**config.mk**
```make
export PLATFORM = sky130hd
export DESIGN_NAME = ram_fill_init
export DESIGN_NICKNAME = d
export VERILOG_FILES = /design/src/rtl/ram_fill_init_pkg.sv /design/src/rtl/ram_fill_init.sv
export SDC_FILE = /design/constraint.sdc
export NUM_CORES = 1
export LEC_CHECK = 0
export ABC_AREA = 1
export BUFFER_PORTS_ARGS = -buffer_cell sky130_fd_sc_hd__clkbuf_2
export CORE_UTILIZATION = 25
export DETAILED_ROUTE_END_ITERATION = 16
export GPL_TIMING_DRIVEN = 0
export PLACE_DENSITY = 0.52
export SLEW_MARGIN = 20
export SYNTH_ARGS = -nofsm -noshare
export SYNTH_HDL_FRONTEND = slang
export SYNTH_SLANG_ARGS = --single-unit
```
**constraint.sdc**
```tcl
create_clock -name clk -period 3.95 [get_ports clk]
set_input_delay 0.395 -clock clk [delete_from_list [all_inputs] [get_ports clk]]
set_output_delay 0.395 -clock clk [all_outputs]
set_load 0.05 [all_outputs]
```
**src/rtl/ram_fill_init_pkg.sv**
```systemverilog
// Shared definitions for the RAM fill/verify initiator.
// Holds the FSM state encoding, access-interface widths and the fill rule.
// Imported by ram_fill_init and usable by anything that models its traffic.
package ram_fill_init_pkg;

  localparam int ADDR_W = 16;
  localparam int DATA_W = 32;
  localparam int WE_W   = 4;

  localparam logic [2:0] IDLE    = 3'd0;
  localparam logic [2:0] WR_REQ  = 3'd1;
  localparam logic [2:0] WR_WAIT = 3'd2;
  localparam logic [2:0] RD_REQ  = 3'd3;
  localparam logic [2:0] RD_WAIT = 3'd4;
  localparam logic [2:0] FIN     = 3'd5;

  // Word value for a given address; the sum wraps modulo 2^32.
  function automatic logic [DATA_W-1:0] fill_word(
    input logic [DATA_W-1:0] pat,
    input logic              inc,
    input logic [ADDR_W-1:0] a
  );
    return inc ? pat + {16'h0, a} : pat;
  endfunction

endpackage

```
**src/rtl/ram_fill_init.sv**
```systemverilog
// Walks every RAM word writing a fill pattern, optionally re-reads and compares.
// One access per two cycles with a single-cycle responder; FIN adds one cycle.
// Waits up to TIMEOUT cycles for mem_ready per access, then flags an error.
module ram_fill_init
  import ram_fill_init_pkg::*;
#(
  parameter int NUM_WORDS = 32768,
  parameter int TIMEOUT   = 15
) (
  input  logic              clk,
  input  logic              reset,
  input  logic              start,
  input  logic [DATA_W-1:0] pattern,
  input  logic              incr_mode,
  input  logic              verify,
  output logic              busy,
  output logic              done,
  output logic              error,
  output logic [ADDR_W-1:0] error_addr,
  output logic              mem_cs,
  output logic [WE_W-1:0]   mem_we,
  output logic [ADDR_W-1:0] mem_address,
  output logic [DATA_W-1:0] mem_write_data,
  input  logic [DATA_W-1:0] mem_read_data,
  input  logic              mem_ready
);

  // Terminal address compared in 16 bits so NUM_WORDS=65536 needs no extra bit.
  localparam logic [ADDR_W-1:0] LAST_ADDR = ADDR_W'(NUM_WORDS - 1);
  localparam logic [7:0]        TO_LIMIT  = 8'(TIMEOUT);

  logic [2:0]        state;
  logic [ADDR_W-1:0] addr;
  logic [7:0]        tcnt;
  logic [DATA_W-1:0] pat_q;
  logic              inc_q;
  logic              ver_q;
  logic [DATA_W-1:0] fill_val;

  assign fill_val = fill_word(pat_q, inc_q, addr);

  // Access strobes are decoded from state so they drop the cycle after reset.
  always_comb begin
    busy           = (state != IDLE) && (state != FIN);
    mem_cs         = (state == WR_REQ) || (state == RD_REQ);
    mem_we         = (state == WR_REQ) ? 4'hf : 4'h0;
    mem_address    = addr;
    mem_write_data = (state == WR_REQ) ? fill_val : '0;
  end

  // Main sequencer: address walk, timeout counting and read-back compare.
  always_ff @(posedge clk) begin
    if (reset) begin
      state      <= IDLE;
      addr       <= '0;
      tcnt       <= '0;
      pat_q      <= '0;
      inc_q      <= 1'b0;
      ver_q      <= 1'b0;
      done       <= 1'b0;
      error      <= 1'b0;
      error_addr <= '0;
    end else begin
      case (state)
        IDLE: begin
          if (start) begin
            pat_q      <= pattern;
            inc_q      <= incr_mode;
            ver_q      <= verify;
            done       <= 1'b0;
            error      <= 1'b0;
            error_addr <= '0;
            addr       <= '0;
            state      <= WR_REQ;
          end
        end
        WR_REQ: begin
          tcnt  <= '0;
          state <= WR_WAIT;
        end
        WR_WAIT: begin
          if (mem_ready) begin
            if (addr == LAST_ADDR) begin
              if (ver_q) begin
                addr  <= '0;
                state <= RD_REQ;
              end else begin
                state <= FIN;
              end
            end else begin
              addr  <= addr + 1'b1;
              state <= WR_REQ;
            end
          end else if (tcnt == TO_LIMIT) begin
            error      <= 1'b1;
            error_addr <= addr;
            state      <= FIN;
          end else begin
            tcnt <= tcnt + 1'b1;
          end
        end
        RD_REQ: begin
          tcnt  <= '0;
          state <= RD_WAIT;
        end
        RD_WAIT: begin
          if (mem_ready) begin
            if (mem_read_data != fill_val) begin
              error      <= 1'b1;
              error_addr <= addr;
              state      <= FIN;
            end else if (addr == LAST_ADDR) begin
              state <= FIN;
            end else begin
              addr  <= addr + 1'b1;
              state <= RD_REQ;
            end
          end else if (tcnt == TO_LIMIT) begin
            error      <= 1'b1;
            error_addr <= addr;
            state      <= FIN;
          end else begin
            tcnt <= tcnt + 1'b1;
          end
        end
        FIN: begin
          done  <= 1'b1;
          state <= IDLE;
        end
        default: state <= IDLE;
      endcase
    end
  end

endmodule

```
==> results of run 1 <==
## sequential cells by signal, summed over array words and instances (netlist names)
| signal | flops |
|---|---|
| pat_q | 32 |
| error_addr | 16 |
| mem_address | 16 |
| tcnt | 8 |
| state | 3 |
| done | 1 |
| error | 1 |
| inc_q | 1 |
| ver_q | 1 |
## cells by family (layout without fill, tap and decap cells)
logic type | after synthesis | in the layout | share of synthesized area, %
simple gates | 633 | 633 | 41.8
compound gates | 209 | 209 | 16.2
buf+inv | 195 | 352 | 12.1
flops | 79 | 79 | 22.6
xor+xnor | 22 | 22 | 2.75
fa+ha+maj | 19 | 19 | 3.50
mux | 7 | 7 | 1.00
## worst reg2reg max path: stages, from the launching register on
cell and delay [ns]:
dfxtp_2 0.42, ha_2 0.24, inv_1 0.06, fa_1 0.40
inv_1 0.13, nand3_1 0.09, nand2_2 0.14, nand2_1 0.10
nand2_2 0.10, nand2_1 0.06, nand3_1 0.06, o21ai_0 0.23
xnor2_1 0.21, a21oi_1 0.16, nand3_2 0.18, nor2_4 0.22
nand3_2 0.12, nand2_4 0.15, nand3_4 0.15, buf_6 0.19
nand2_1 0.06, a21oi_1 0.06
## through the flow
step	hold slack [ns]	area, µm²	worst slack (ns)	power, mW	std cells
global route	0.323	8490	0.0189	3.08	1693
CTS	0.297	8480	0.0674	2.93	1693
detailed placement	0.448	8170	0.0986	2.01	1677
floorplan	0.436	7000	0.238	1.70	1164
global placement	0.443	8170	0.114	2.01	1677
finish	0.303	8490	0.270	2.91	1693
## area by class of cell
| cell class | count | share of cell area (%) |
|---|---|---|
| multi-input combinational | 890 | 54.0 |
| clock buffer | 11 | 2.86 |
| timing repair buffer | 141 | 8.31 |
| inverter | 147 | 6.50 |
| tap | 372 | 5.48 |
| sequential | 79 | 18.6 |
| clock inverter | 5 | 0.752 |
| buffer | 48 | 3.48 |
## layout by cell type, fill, tap and decap left out, types with 2 or more instances in the layout
cell	synthesis	routed
nand4_1	45	45
ha_1	18	17
nor2_4	3	3
o22ai_1	17	17
o21ai_0	68	68
clkinv_1	3	3
clkbuf_16	0	9
nor2_2	7	7
nand2_2	26	27
xnor2_1	6	6
clkbuf_2	1	142
inv_6	0	2
clkbuf_8	6	7
o21ai_1	2	2
nor2_1	73	73
inv_2	4	4
inv_1	140	140
buf_6	2	2
nand3b_1	15	15
nand3_2	14	15
o21a_1	2	2
nand2_1	340	339
clkbuf_1	31	32
dfxtp_1	79	78
nor3_1	16	16
buf_4	4	4
nand3_1	83	82
xor2_1	16	16
mux2i_1	7	7
a21oi_1	101	101
o211ai_1	2	2
nand3_4	3	3
nor4_1	6	6
a31oi_1	2	2
a21oi_2	11	11
buf_8	2	2
## report_power, final
| part | switching, mW | leakage [nW] | total (mW) | internal (mW) |
|---|---|---|---|---|
| sequential | 0.0671 | 0.645 | 0.926 | 0.858 |
| combinational | 0.772 | 3.08 | 1.08 | 0.306 |
| clock | 0.396 | 0.147 | 0.910 | 0.514 |
## worst paths after layout
path | startpoint | slack [ns] | cells after the start | end
worst max-delay path | mem_address[0] | 0.27 | 21 | mem_address[15]
worst min-delay path | pattern[12] | 0.30 | 3 | pat_q[12]
worst max register to register | mem_address[0] | 0.27 | 21 | mem_address[15]
worst min register to register | error | 0.45 | 2 | error
## layer usage
metal,track usage (%),part of all wire [%],vias to the layer above
met4,5.68,1.8,0
li1,-,-,4155
met2,28.5,44,262
met3,2.61,5.8,27
met5,0,0,-
met1,26.5,48,3718
==> flow_summary.toml, run 1 <==
[status]
status = "complete, no violations"

[route]
drc_errors = 0
wl_per_cell_um = 15.6
via_per_inst = 4.82
vias = 8162
ant_nets = 0
drtIter0Drc = 591
drt-total-wl_um = 26300
first_pass_iters = 8

[clock_tree]
clockRootBuffer = "clkbuf_16"
cts_htree_levels = 3
cts_tree = "built"
cts_setup_buffers = 0
clk_latency_ns = 0.36
clock-sinks = 79
cts_resized = 0
numCtsBuffers = 9
clk_pin_slew_ns = 0.07
clockBufferDepth = 2
ctsHoldBuffers = 0

[timing]
final_hold_viol_count = 0
tns_ns = 0
finalSetupViolCount = 0
clock.fmax_mhz = 272
slew_violations = 0
worstMarginPinSlew_ns = 0.851
finClkSkew_ns = 0.00672
post-route-min-period_ns = 3.68
fin_crit_sh_pct = 93.2
max-slew-margin-rel_pct = 43.3
rsz0062_at_grt = "no"

[critical_path]
path_max_fanout = 10
crit_top_cell = "nand2_1"
slowest_delay_ns = 0.42
critPathBufInv = 3
path_class = "reg -> reg"
path_cells = "ha_2 -> inv_1 -> fa_1 -> inv_1 -> nand3_1 -> nand2_2 -> nand2_1 -> nand2_2 -> nand2_1 -> nand3_1 -> o21ai_0 -> xnor2_1 -> a21oi_1 -> nand3_2 -> nor2_4 -> nand3_2 -> nand2_4 -> nand3_4 -> buf_6 -> nand2_1 -> a21oi_1"
path_delay_family = "simple AND/OR/NAND/NOR gates"
critPathCaptureType = "flop"
critPathArrivalTime_ns = 3.89
crit_slowest_cell = "dfxtp_2"
required_ns = 4.16
critPathLaunchType = "flop"

[floorplan]
core-area_mm2 = 0.0272
ioPinCount = 142
initial_core_util_pct = 25.8
die_area_mm2 = 0.0287
die_w_um = 169
num_rows = 60
die_h_um = 169

[run]
cap_violations = 0

[logic_synthesis]
syn_inst = 1164
synthTopCellsByCount = "340 x nand2_1, 140 x inv_1, 101 x a21oi_1, 83 x nand3_1, 79 x dfxtp_1"
synth_warnings = 0
synth_ff_type = "dfxtp_1"
async_flop_share_pct = 0
synthesis.nets = 1253
synthTopCellsByArea = "dfxtp_1 23%, nand2_1 18%, inv_1 7.5%, a21oi_1 7.2%, nand3_1 5.9%"
syn_area_mm2 = 0.00700
synth_edf_count = 0
yosys.area.top_type_share_pct = 22.6
ys_seq_area_share_pct = 22.6
synth_seq_cells = 79
yosysUniqueCellTypes = 43
yosysTopAreaCell = "dfxtp_1"
synth_most_common_cell = "nand2_1"
avgSynthCellArea_um2 = 6.01

[final_layout]
fin_nets = 1405
antennaDiodeCount = 0
area_growth_pct = 21.3
fillers = 3150
drive_gt1_share_pct = 18.5
multiInputGateArea_mm2 = 0.00458
fin_util_pct = 31.2
seq_area_mm2 = 0.00158

[place]
dp_hpwl_um = 21100
portBuffers = 141
place.gp.congestion = 0.903

[min_path]
min_path_type = "in -> reg"

[global_routing]
gr-total-overflow = 0
antenna_found_initial = 0
grt_pass1_wl_um = 40900
first_global_vias = 7381
grt_max_degree = 15
track_usage_pct = 18.5

[pwr]
leakage_nw = 3.87
p_per_area_mw_per_mm2 = 343
ir_drop_v = 0.000197
Note: power is estimated with default switching activity, not from simulation.
==> run 2: changes to the inputs <==
Clock period 3.95 ns to 3.5 ns, I/O delays scaled along.
==> run 2 against run 1 <==
- fmax rose by 13%
- die area did not move
- total power rose by 13%
- critical path type unchanged
- via count barely moved
- setup slack got worse by 0.038 ns
- critical path depth did not move
==> flow_summary.toml, run 2 (same netlist as run 1, synthesis figures left out) <==
[critical_path]
crit_top_cell = "nand2_1"
path_cells = "ha_1 -> nand2_1 -> nor2_2 -> nand3_2 -> nand3_2 -> nand2_1 -> nand2_2 -> nand3_1 -> nand2_1 -> nand2_1 -> nand2_1 -> nand2_1 -> nor2_2 -> nand2_2 -> nor2_4 -> nand3_2 -> nand2_4 -> nand3_4 -> clkbuf_16 -> nand2_1 -> a21oi_1"
required_ns = 3.72
path_delay_family = "simple AND/OR/NAND/NOR gates"
path_max_fanout = 8
ff2ff_setup_slack_ns = 0.23
r2r_cells = 21
critPathCaptureType = "flop"
reg2reg_from = "mem_address[8]"
crit_slowest_cell = "dfxtp_2"
path_class = "reg -> reg"
rr_endpoint = "mem_address[14]"
slowest_delay_ns = 0.40
critPathArrivalTime_ns = 3.49
critPathBufInv = 1
critPathLaunchType = "flop"

[floorplan]
die_h_um = 169
die_w_um = 169
core-area_mm2 = 0.0272
initial_core_util_pct = 25.8
num_rows = 60
ioPinCount = 142
die_area_mm2 = 0.0287

[final_layout]
top_register = "pat_q"
fin_util_pct = 31.8
final_common_cell = "nand2_1"
largest_reg_flops = 32
fin_nets = 1414
fillers = 3133
drive_gt1_share_pct = 21.5
area_growth_pct = 23.5
final_cell_mix = "336 x nand2_1, 143 x clkbuf_2, 138 x inv_1, 100 x a21oi_1, 81 x nand3_1"
antennaDiodeCount = 0

[timing]
max-slew-margin-rel_pct = 45.1
finalSetupViolCount = 0
rsz0062_at_grt = "no"
final.setup.worst_slack_ns = 0.232
clock.fmax_mhz = 306
final_hold_viol_count = 0
finClkSkew_ns = 0.0102
slew_violations = 0
post-route-min-period_ns = 3.27
fin_crit_sh_pct = 93.4
worstMarginPinSlew_ns = 0.824

[global_routing]
grt_pass1_wl_um = 40800
grt_max_degree = 16
gr-total-overflow = 0
track_usage_pct = 18.4
antenna_found_initial = 0
first_global_vias = 7283

[place]
place.gp.congestion = 0.905
dp_hpwl_um = 21100
dp_slack_ns = -0.330
portBuffers = 141

[route]
ant_nets = 0
drtIter0Drc = 650
wl_per_cell_um = 15.6
drc_errors = 0
drt-total-wl_um = 26600
vias = 8155
via_per_inst = 4.79
first_pass_iters = 5

[clock_tree]
cts_htree_levels = 3
numCtsBuffers = 9
clockRootBuffer = "clkbuf_16"
clk_pin_slew_ns = 0.07
ctsHoldBuffers = 0
cts_tree = "built"
clock-sinks = 79
clk_latency_ns = 0.36
clockBufferDepth = 2

[min_path]
holdPathStages = 3
hp-start = "pattern[9]"
min_path_type = "in -> reg"
hold_end = "pat_q[9]"

[pwr]
power.total_mw = 3.28
leakage_nw = 3.92
p_per_area_mw_per_mm2 = 379
ir_drop_v = 0.000260

[run]
cap_violations = 0

[status]
status = "complete, no violations"
==> run 2: cell count changes in the layout (fill, tap and decap cells not counted), sizes merged <==
cell	previous run	this run
buf	10	18
clkinv	4	6
bufinv	1	0
clkbuf	190	189
inv	146	147
==> run 2: worst max path at each step <==
stage / startpoint / to / slack [ns] / cells past startpoint
finish: mem_address[8] / mem_address[14] / 0.23 / 21
global route: mem_address[0] / mem_address[12] / 0.0002 / 24
CTS: mem_address[10] / mem_address[15] / 0.02 / 22
detailed placement: mem_address[0] / mem_address[15] / -0.33 / 21
global placement: mem_address[0] / mem_address[15] / -0.35 / 21
floorplan: state[0] / mem_write_data[29] / 0.12 / 7
==> run 2: area by class of cell <==
cell class / count / area (µm²) / area share, %
multi-input cells: 890 / 4650 / 53.7
flip-flops and latches: 79 / 1610 / 18.6
repair buffers: 150 / 791 / 9.15
inverters: 147 / 552 / 6.38
well taps: 372 / 465 / 5.38
plain buffers: 48 / 300 / 3.47
clock buffers: 9 / 225 / 2.60
clock inverters: 7 / 55.1 / 0.637
==> run 2: worst min-delay path, cell delays in order <==
cell	delay, ns
clkbuf_2	0.09
nand3_1	0.07
a21oi_1	0.06
==> run 2: stage by stage <==
step                      hold slack (ns)  cell area, µm²  std cells  setup TNS, ns
after floorplan                     0.436            7000       1164              0
after global placement              0.443            8170       1677          -7.55
after detailed placement            0.445            8170       1677          -6.99
after CTS                           0.259            8500       1696              0
after global routing                0.272            8650       1702              0
final                               0.264            8650       1702              0
==> run 2: power breakdown <==
part | internal, mW | switching [mW] | leakage (nW)
sequential | 0.968 | 0.0779 | 0.653
combinational | 0.385 | 0.888 | 3.12
clock | 0.491 | 0.469 | 0.138
==> run 2: timing repair <==
action	CTS	global route
setup buffers	3	5
endpoints found under the setup margin	32	32
pin swaps	2	5
resized for setup	9	36
gates cloned	0	1
==> run 2: per-layer routing <==
layer / share of wire (%) / global-route usage [%]
met1: 49 / 26.2
met5: 0 / 0
met2: 44 / 28.8
met3: 5.6 / 2.73
met4: 1.7 / 4.94
==> run 3: changes to the inputs <==
Settings changed: RECOVER_POWER from default to 25.
==> run 3 against run 2 <==
- clock-buffer cell count unchanged
- flip-flop and latch count unchanged
- global-route usage unchanged
- register-to-register slack about the same
- largest power group unchanged
- hold slack got worse by 0.0029 ns
- clock skew about the same
- critical path depth unchanged
- routed wire length about the same
- via count increased by 0.75%
- fmax about the same
==> flow_summary.toml, run 3 (same netlist as run 1, synthesis figures left out) <==
[final_layout]
area_growth_pct = 22.9
fin_util_pct = 31.7
fin_nets = 1414
final_cell_mix = "336 x nand2_1, 138 x inv_1, 108 x clkbuf_2, 100 x a21oi_1, 81 x nand3_1"
drive_gt1_share_pct = 18.9
antennaDiodeCount = 0
finish.instance_area_mm2 = 0.00860
largest_reg_flops = 32
top_register = "pat_q"
final_common_cell = "nand2_1"

[critical_path]
path_max_fanout = 8
path_class = "reg -> reg"
required_ns = 3.72
critPathArrivalTime_ns = 3.49
critPathCaptureType = "flop"
crit_start = "mem_address[8]"
critPathLaunchType = "flop"
reg2reg_from = "mem_address[8]"

[floorplan]
die_area_mm2 = 0.0287
ioPinCount = 142
core-area_mm2 = 0.0272
die_w_um = 169
initial_core_util_pct = 25.8
die_h_um = 169
num_rows = 60

[global_routing]
grt_pass1_wl_um = 40800
gr-total-overflow = 0
grt_max_degree = 16
track_usage_pct = 18.4
first_global_vias = 7283
antenna_found_initial = 0

[timing]
max-slew-margin-rel_pct = 46.5
final.setup.worst_slack_ns = 0.234
post-route-min-period_ns = 3.27
rsz0062_at_grt = "no"
fin_crit_sh_pct = 93.3
clock.fmax_mhz = 306
finClkSkew_ns = 0.0104
finalSetupViolCount = 0
slew_violations = 0
worstMarginPinSlew_ns = 0.803
final_hold_viol_count = 0

[route]
first_pass_iters = 5
wl_per_cell_um = 15.6
drtIter0Drc = 652
vias = 8216
ant_nets = 0
drc_errors = 0
drt-total-wl_um = 26600
via_per_inst = 4.83

[pwr]
ir_drop_v = 0.000262
p_per_area_mw_per_mm2 = 381
leakage_nw = 3.80

[place]
dp_hpwl_um = 21100
place_area_mm2 = 0.00817
place.gp.congestion = 0.905
dp_slack_ns = -0.330
portBuffers = 141

[status]
status = "complete, no violations"

[min_path]
min_path_type = "in -> reg"
hp-start = "pattern[9]"

[clock_tree]
clk_latency_ns = 0.36
ctsHoldBuffers = 0
numCtsBuffers = 9
clock-sinks = 79
cts_tree = "built"
cts_htree_levels = 3
clockBufferDepth = 2
clockRootBuffer = "clkbuf_16"
clk_pin_slew_ns = 0.07

[run]
cap_violations = 0
run 3: cell counts in the layout (fill, tap and decap cells not counted):
No cell type changed its count.
run 3: through the flow:
stage	cells	TNS [ns]	total power, mW	hold slack, ns
6_report	1702	0	3.27	0.261
5_1_grt	1702	0	3.46	0.272
4_1_cts	1696	0	3.24	0.259
3_5_place_dp	1677	-6.99	2.28	0.445
3_3_place_gp	1677	-7.55	2.27	0.443
2_1_floorplan	1164	0	1.91	0.436
run 3: final cells by class:
type	instances	area (µm²)
fill	3145	18600
multi-input combinational	890	4650
sequential	79	1610
timing repair buffer	150	747
inverter	147	552
tap	372	465
buffer	48	300
clock buffer	9	225
clock inverter	7	55.1
run 3: final timing paths:
path | endpoint | slack [ns] | depth (start not counted)
worst max-delay path | mem_address[12] | 0.23 | 21
worst min-delay path | pat_q[9] | 0.26 | 3
worst max register to register | mem_address[12] | 0.23 | 21
worst min register to register | error | 0.45 | 2
run 3: where the power goes:
part / switching, mW / leakage [nW] / internal [mW] / total, mW
logic: 0.886 / 3.00 / 0.382 / 1.27
registers: 0.0785 / 0.653 / 0.968 / 1.05
clock network: 0.470 / 0.138 / 0.491 / 0.961
run 3: routing by layer:
metal | wire length [µm] | up-vias | track usage, %
met3 | 1510 | 27 | 2.73
met4 | 456 | 0 | 4.94
li1 | - | 4178 | -
met2 | 11600 | 255 | 28.8
met5 | 0 | - | 0
met1 | 13000 | 3756 | 26.2
run 3: critical path: stages, from the launching register on:
cell       delay, ns
dfxtp_2         0.40
ha_1            0.39
nand2_1         0.12
nor2_2          0.26
nand3_2         0.17
nand3_2         0.12
nand2_1         0.08
nand2_2         0.13
nand3_1         0.14
nand2_1         0.10
nand2_1         0.05
nand2_1         0.05
nand2_1         0.05
nor2_2          0.09
nand2_2         0.08
nor2_4          0.21
nand3_2         0.12
nand2_4         0.12
nand3_4         0.14
clkbuf_16       0.21
nand2_1         0.05
a21oi_1         0.05
run 3: what timing repair did:
action,4_1_cts,5_1_grt
setup endpoints to repair,32,32
gates resized for setup,9,36
gates cloned,0,1
pin swaps,2,5
buffers inserted,3,5
